File: src/rtl/sync_fifo_fwft_if.sv
// Handshake bundle for sync_fifo_fwft: producer/consumer side is master, FIFO is slave.
interface sync_fifo_fwft_if #(
    parameter int WIDTH = 8,
    parameter int CNT_W = 6
);
    logic             wr_en;
    logic [WIDTH-1:0] din;
    logic             full;
    logic             almost_full;
    logic             rd_en;
    logic [WIDTH-1:0] dout;
    logic             empty;
    logic             almost_empty;
    logic [CNT_W-1:0] count;
    logic             err_clr;
    logic             overflow;
    logic             underflow;

    modport master (
        output wr_en, din, rd_en, err_clr,
        input  full, almost_full, dout, empty, almost_empty, count, overflow, underflow
    );

    modport slave (
        input  wr_en, din, rd_en, err_clr,
        output full, almost_full, dout, empty, almost_empty, count, overflow, underflow
    );
endinterface

File: src/rtl/sync_fifo_fwft.sv
// Single-clock FIFO with arbitrary depth, selectable first-word-fall-through or
// registered read, occupancy thresholds and sticky overflow/underflow flags.
module sync_fifo_fwft #(
    parameter int WIDTH         = 8,
    parameter int DEPTH         = 32,
    parameter int FWFT          = 1,
    parameter int AFULL_THRESH  = DEPTH - 2,
    parameter int AEMPTY_THRESH = 1,
    parameter int CNT_W         = $clog2(DEPTH + 1)
) (
    input  logic             clk,
    input  logic             rst,
    sync_fifo_fwft_if.slave  bus
);
    localparam int PTR_W = (DEPTH > 1) ? $clog2(DEPTH) : 1;

    logic [WIDTH-1:0] r_mem [DEPTH];
    logic [PTR_W-1:0] r_wptr, r_rptr;
    logic [CNT_W-1:0] r_cnt;
    logic [WIDTH-1:0] r_dout;
    logic             r_ovf, r_unf;

    logic             w_empty, w_full, w_rd_acc, w_wr_acc;
    logic [CNT_W:0]   w_cnt_nxt;
    logic [PTR_W-1:0] w_wptr_nxt, w_rptr_nxt;

    assign w_empty  = (r_cnt == '0);
    assign w_full   = (r_cnt == CNT_W'(DEPTH));
    assign w_rd_acc = bus.rd_en && !w_empty;
    // A pop in the same cycle frees a slot, so a full FIFO can still take a write.
    assign w_wr_acc = bus.wr_en && (!w_full || w_rd_acc);

    assign w_cnt_nxt  = {1'b0, r_cnt} + (CNT_W+1)'(w_wr_acc) - (CNT_W+1)'(w_rd_acc);
    assign w_wptr_nxt = (r_wptr == PTR_W'(DEPTH - 1)) ? '0 : r_wptr + PTR_W'(1);
    assign w_rptr_nxt = (r_rptr == PTR_W'(DEPTH - 1)) ? '0 : r_rptr + PTR_W'(1);

    always_ff @(posedge clk) begin
        if (rst) begin
            r_wptr <= '0;
            r_rptr <= '0;
            r_cnt  <= '0;
            r_dout <= '0;
        end else begin
            if (w_wr_acc) r_wptr <= w_wptr_nxt;
            if (w_rd_acc) begin
                r_rptr <= w_rptr_nxt;
                r_dout <= r_mem[r_rptr];
            end
            r_cnt <= w_cnt_nxt[CNT_W-1:0];
        end
    end

    // Storage is deliberately left out of reset; the pointers alone define validity.
    always_ff @(posedge clk) begin
        if (!rst && w_wr_acc) r_mem[r_wptr] <= bus.din;
    end

    // A fresh error in the same cycle outranks err_clr.
    always_ff @(posedge clk) begin
        if (rst) begin
            r_ovf <= 1'b0;
            r_unf <= 1'b0;
        end else begin
            if (bus.wr_en && !w_wr_acc) r_ovf <= 1'b1;
            else if (bus.err_clr)       r_ovf <= 1'b0;
            if (bus.rd_en && !w_rd_acc) r_unf <= 1'b1;
            else if (bus.err_clr)       r_unf <= 1'b0;
        end
    end

    // r_dout holds the last popped word; in FWFT mode it only shows while empty.
    generate
        if (FWFT != 0) begin : g_fwft
            assign bus.dout = w_empty ? r_dout : r_mem[r_rptr];
        end else begin : g_reg
            assign bus.dout = r_dout;
        end
    endgenerate

    assign bus.full         = w_full;
    assign bus.empty        = w_empty;
    assign bus.almost_full  = (r_cnt >= CNT_W'(AFULL_THRESH));
    assign bus.almost_empty = (r_cnt <= CNT_W'(AEMPTY_THRESH));
    assign bus.count        = r_cnt;
    assign bus.overflow     = r_ovf;
    assign bus.underflow    = r_unf;
endmodule

File: src/flat_wrapper.sv
// flat-port wrapper written by rule: the top's interface ports become plain ports
module sync_fifo_fwft_flat 
#(
    parameter int WIDTH         = 8,
    parameter int DEPTH         = 32,
    parameter int FWFT          = 1,
    parameter int AFULL_THRESH  = DEPTH - 2,
    parameter int AEMPTY_THRESH = 1,
    parameter int CNT_W         = $clog2(DEPTH + 1)
)
  (clk, rst, bus_wr_en, bus_din, bus_rd_en, bus_err_clr, bus_full, bus_almost_full, bus_dout, bus_empty, bus_almost_empty, bus_count, bus_overflow, bus_underflow);
  sync_fifo_fwft_if #(.WIDTH(WIDTH), .CNT_W(CNT_W)) bus_i ();
  input  logic clk;
  input  logic rst;
  input wire logic [$bits(bus_i.wr_en)-1:0] bus_wr_en;
  input wire logic [$bits(bus_i.din)-1:0] bus_din;
  input wire logic [$bits(bus_i.rd_en)-1:0] bus_rd_en;
  input wire logic [$bits(bus_i.err_clr)-1:0] bus_err_clr;
  output wire logic [$bits(bus_i.full)-1:0] bus_full;
  output wire logic [$bits(bus_i.almost_full)-1:0] bus_almost_full;
  output wire logic [$bits(bus_i.dout)-1:0] bus_dout;
  output wire logic [$bits(bus_i.empty)-1:0] bus_empty;
  output wire logic [$bits(bus_i.almost_empty)-1:0] bus_almost_empty;
  output wire logic [$bits(bus_i.count)-1:0] bus_count;
  output wire logic [$bits(bus_i.overflow)-1:0] bus_overflow;
  output wire logic [$bits(bus_i.underflow)-1:0] bus_underflow;
  assign bus_i.wr_en = bus_wr_en;
  assign bus_i.din = bus_din;
  assign bus_i.rd_en = bus_rd_en;
  assign bus_i.err_clr = bus_err_clr;
  assign bus_full = bus_i.full;
  assign bus_almost_full = bus_i.almost_full;
  assign bus_dout = bus_i.dout;
  assign bus_empty = bus_i.empty;
  assign bus_almost_empty = bus_i.almost_empty;
  assign bus_count = bus_i.count;
  assign bus_overflow = bus_i.overflow;
  assign bus_underflow = bus_i.underflow;
  sync_fifo_fwft #(.WIDTH(WIDTH), .DEPTH(DEPTH), .FWFT(FWFT), .AFULL_THRESH(AFULL_THRESH), .AEMPTY_THRESH(AEMPTY_THRESH), .CNT_W(CNT_W)) u_core (.clk(clk), .rst(rst), .bus(bus_i));
endmodule
File: config.mk
export PLATFORM = sky130hd
export DESIGN_NAME = sync_fifo_fwft_flat
export DESIGN_NICKNAME = d
export VERILOG_FILES = /design/src/rtl/sync_fifo_fwft_if.sv /design/src/rtl/sync_fifo_fwft.sv /design/src/flat_wrapper.sv
export SDC_FILE = /design/constraint.sdc
export NUM_CORES = 1
export LEC_CHECK = 0
export ABC_AREA = 1
export BUFFER_PORTS_ARGS = -buffer_cell sky130_fd_sc_hd__buf_2
export CAP_MARGIN = 20
export CORE_MARGIN = 10
export CORE_UTILIZATION = 60
export DETAILED_ROUTE_END_ITERATION = 12
export PLACE_DENSITY = 0.74
export SLEW_MARGIN = 20
export SYNTH_ARGS = -nofsm -noshare
export SYNTH_HDL_FRONTEND = slang
export SYNTH_SLANG_ARGS = --single-unit
File: constraint.sdc
create_clock -name clk -period 3.3 [get_ports clk]
set_clock_uncertainty 0.2 [all_clocks]
set_input_delay 0.33 -clock clk [delete_from_list [all_inputs] [get_ports clk]]
set_output_delay 0.33 -clock clk [all_outputs]
set_load 0.02 [all_outputs]
==> impl_metrics.json <==
{
  "grt_use_met3": 0.0249,
  "vias": 8143,
  "place_congestion": 0.840,
  "synth-seq-cells": 287,
  "hold_path.class": "input port to flip-flop",
  "r2r-end": "u_core.r_mem[5][5]",
  "wirelength_mm": 27.4,
  "grt.total_usage": 0.210,
  "rows": 51,
  "met2_usage": 0.361,
  "place_inst": 1363,
  "finalCoreUtilization": 0.682,
  "worst_slack_ns": 0.199,
  "ys_warn_count": 0,
  "seq_area_frac_synth": 0.692,
  "hold_viol_final": 0,
  "grt_max_degree": 129,
  "crit_fanout": 17,
  "r2r_slack_ns": 0.45,
  "io_buffers": 32,
  "p_per_area_nw_per_um2": 703,
  "cts_tree": "yes",
  "fmax_mhz": 322,
  "synth_area_leader_cell": "edfxtp_1",
  "drc": 0,
  "synthesis.instances": 1090,
  "setup_tns_ns": 0,
  "core_area_um2": 19600,
  "grt_pass1_vias": 8098,
  "slew_headroom": 0.484,
  "fin_crit_sh": 0.940,
  "cp-endpoint": "bus_dout[3]",
  "crit_type": "flip-flop to output pin",
  "ir_drop_mv": 0.527,
  "finalMaxSlewViolations": 0,
  "post_dp_cell_area_um2": 12400,
  "multi_input_area_um2": 3230,
  "final_layout_size_suffix_gt1_frac": 0.0943,
  "stdcell_count": 1422,
  "drt-initial-drc-count": 806,
  "maxCapViolCount": 0,
  "hold_slack_ns": 0.195,
  "initial_core_util": 0.613,
  "grtUsageMet1": 0.273,
  "cts.sinks": 287,
  "dieArea_um2": 26100,
  "nNetsFinal": 1167,
  "worst_pin_slew_ns": 0.774,
  "start_kind": "flip-flop",
  "grt-busiest-layer": "met2",
  "crit_arrival_ns": 2.57,
  "area_delta_synth_final_pct": 11.3,
  "outcome": "finished, final reports clean",
  "cp-end-kind": "output pin",
  "setup_viol": 0,
  "synth_cell_type_count": 25,
  "die_x_um": 161,
  "worstSkewPairLatency_ns": 0.53,
  "wl_per_cell_um": 19.3,
  "syn-cell-area_um2": 12000,
  "drt-pass1-iter-count": 5,
  "cts-htree-levels": 1,
  "grt_overflow": 0,
  "syn_area_per_cell_um2": 11.0,
  "yosysTopAreaCellShare": 0.640,
  "fin_crit_ns": 3.10,
  "cts_buffers": 28,
  "fin_area_um2": 13400,
  "pre_cts_ws_ns": 0.420,
  "r2r.worst_path.cells": 9,
  "avgViaCountPerCell": 5.73,
  "clockRootBuffer": "clkbuf_16",
  "postCtsSetupRepairBufs": 0,
  "clockBufferDepth": 3,
  "total_power_mw": 9.39,
  "hpwl_mm": 16.8,
  "syn-num-nets": 1123,
  "pin_count": 33,
  "ff_latch_area_um2": 8310,
  "crit_required_ns": 2.77,
  "reg2reg_from": "u_core.bus.count[4]",
  "ant_nets": 0,
  "yosys-top-cells-area": "edfxtp_1, nand2_1, nand3_1, dfxtp_1, ha_1",
  "antenna_found_initial": 0,
  "clk_pin_slew_ns": 0.07,
  "p_leak_nw": 5.03,
  "chipHeight_um": 161,
  "grt_pass1_wl_mm": 43.6,
  "nFillCells": 1446,
  "rsz0062_at_grt": "no"
}
cell type report:
| type | instances | share of cell area |
|---|---|---|
| multi-input cells | 714 | 0.242 |
| flip-flops and latches | 287 | 0.622 |
| clock inverters | 7 | 0.00243 |
| repair buffers | 70 | 0.0373 |
| clock buffers | 45 | 0.0619 |
| inverters | 33 | 0.00946 |
| diodes | 1 | 0.000187 |
| well taps | 265 | 0.0248 |
worst min-delay path by stage:
stage,startpoint,to,slack [ns],cells after the start
finish,bus_din[7],u_core.r_mem[28][7],0.19,1
global route,bus_din[7],u_core.r_mem[23][7],0.21,1
CTS,bus_din[7],u_core.r_mem[5][7],0.18,1
detailed placement,u_core.bus.overflow,u_core.bus.overflow,0.26,2
global placement,u_core.bus.underflow,u_core.bus.underflow,0.25,2
floorplan,rst,u_core.bus.overflow,0.20,1
sequential cells by signal (all words and copies together), names as in the netlist, named ones only:
| signal | cells |
|---|---|
| u_core.r_mem | 256 |
| u_core.r_dout | 8 |
| u_core.bus.count | 6 |
| u_core.r_rptr | 5 |
| u_core.r_wptr | 5 |
| u_core.bus.overflow | 1 |
| u_core.bus.underflow | 1 |
placed cells by master (no fill, tap or decap):
cell type and count:
o21ai_1 8, buf_2 32, inv_2 2, nand4_1 1, buf_4 29, diode_2 1
fa_1 1, dlygate4sd3_1 6, nand2_2 2, edfxtp_1 256, nor3_1 3, inv_1 30
dfxtp_1 29, clkbuf_16 30, a21oi_1 21, nand3_1 221, or2_2 1, o21ai_0 16
clkbuf_8 2, xor2_1 2, inv_4 1, clkinv_1 2, nor2_1 54, buf_12 3
ha_1 19, and3_1 1, dfxtp_4 1, clkbuf_1 13, nor3b_1 1, clkinv_2 5
a21o_1 1, dfxtp_2 1, nand2_1 362
cell families after synthesis:
family / after synthesis / synth area share
compound gates: 46 / 0.0194
flops: 287 / 0.692
xor+xnor: 2 / 0.00146
buf+inv: 89 / 0.0388
fa+ha+maj: 20 / 0.0215
simple gates: 646 / 0.227
where the power goes:
group / switching, mW / internal, mW
registers: 0.0842 / 4.07
clock network: 1.28 / 1.71
logic: 1.58 / 0.675
total: 2.94 / 6.45
repair_timing:
item                                    in CTS  in global routing
resized for setup                            0                  1
hold buffers                                 6                  0
endpoints found under the setup margin       0                  8
hold endpoints to repair                     9                  0
synthesized netlist by cell type (all sizes together):
library cell,count
a21o,1
a21oi,21
and3,1
buf,47
clkbuf,9
dfxtp,31
edfxtp,256
fa,1
ha,19
inv,33
nand2,364
nand3,221
nand4,1
nor2,54
nor3,3
nor3b,1
o21ai,24
or2,1
xor2,2
worst max-delay path, stage by stage, from the launching register on:
cell and delay, ns:
dfxtp_1 0.32, inv_1 0.48, buf_4 0.35, nand3_1 0.16
nand2_1 0.09, nand2_1 0.05, nand3_1 0.14, nand2_1 0.12
o21ai_1 0.15, buf_2 0.19
per-layer routing:
metal	part of all wire	wire, um	vias to the layer above
li1	-	-	3856
met1	0.40	11000	3892
met2	0.51	13800	333
met3	0.067	1820	62
met4	0.028	766	0
met5	0	0	-
(Power assumes the default switching activity.)
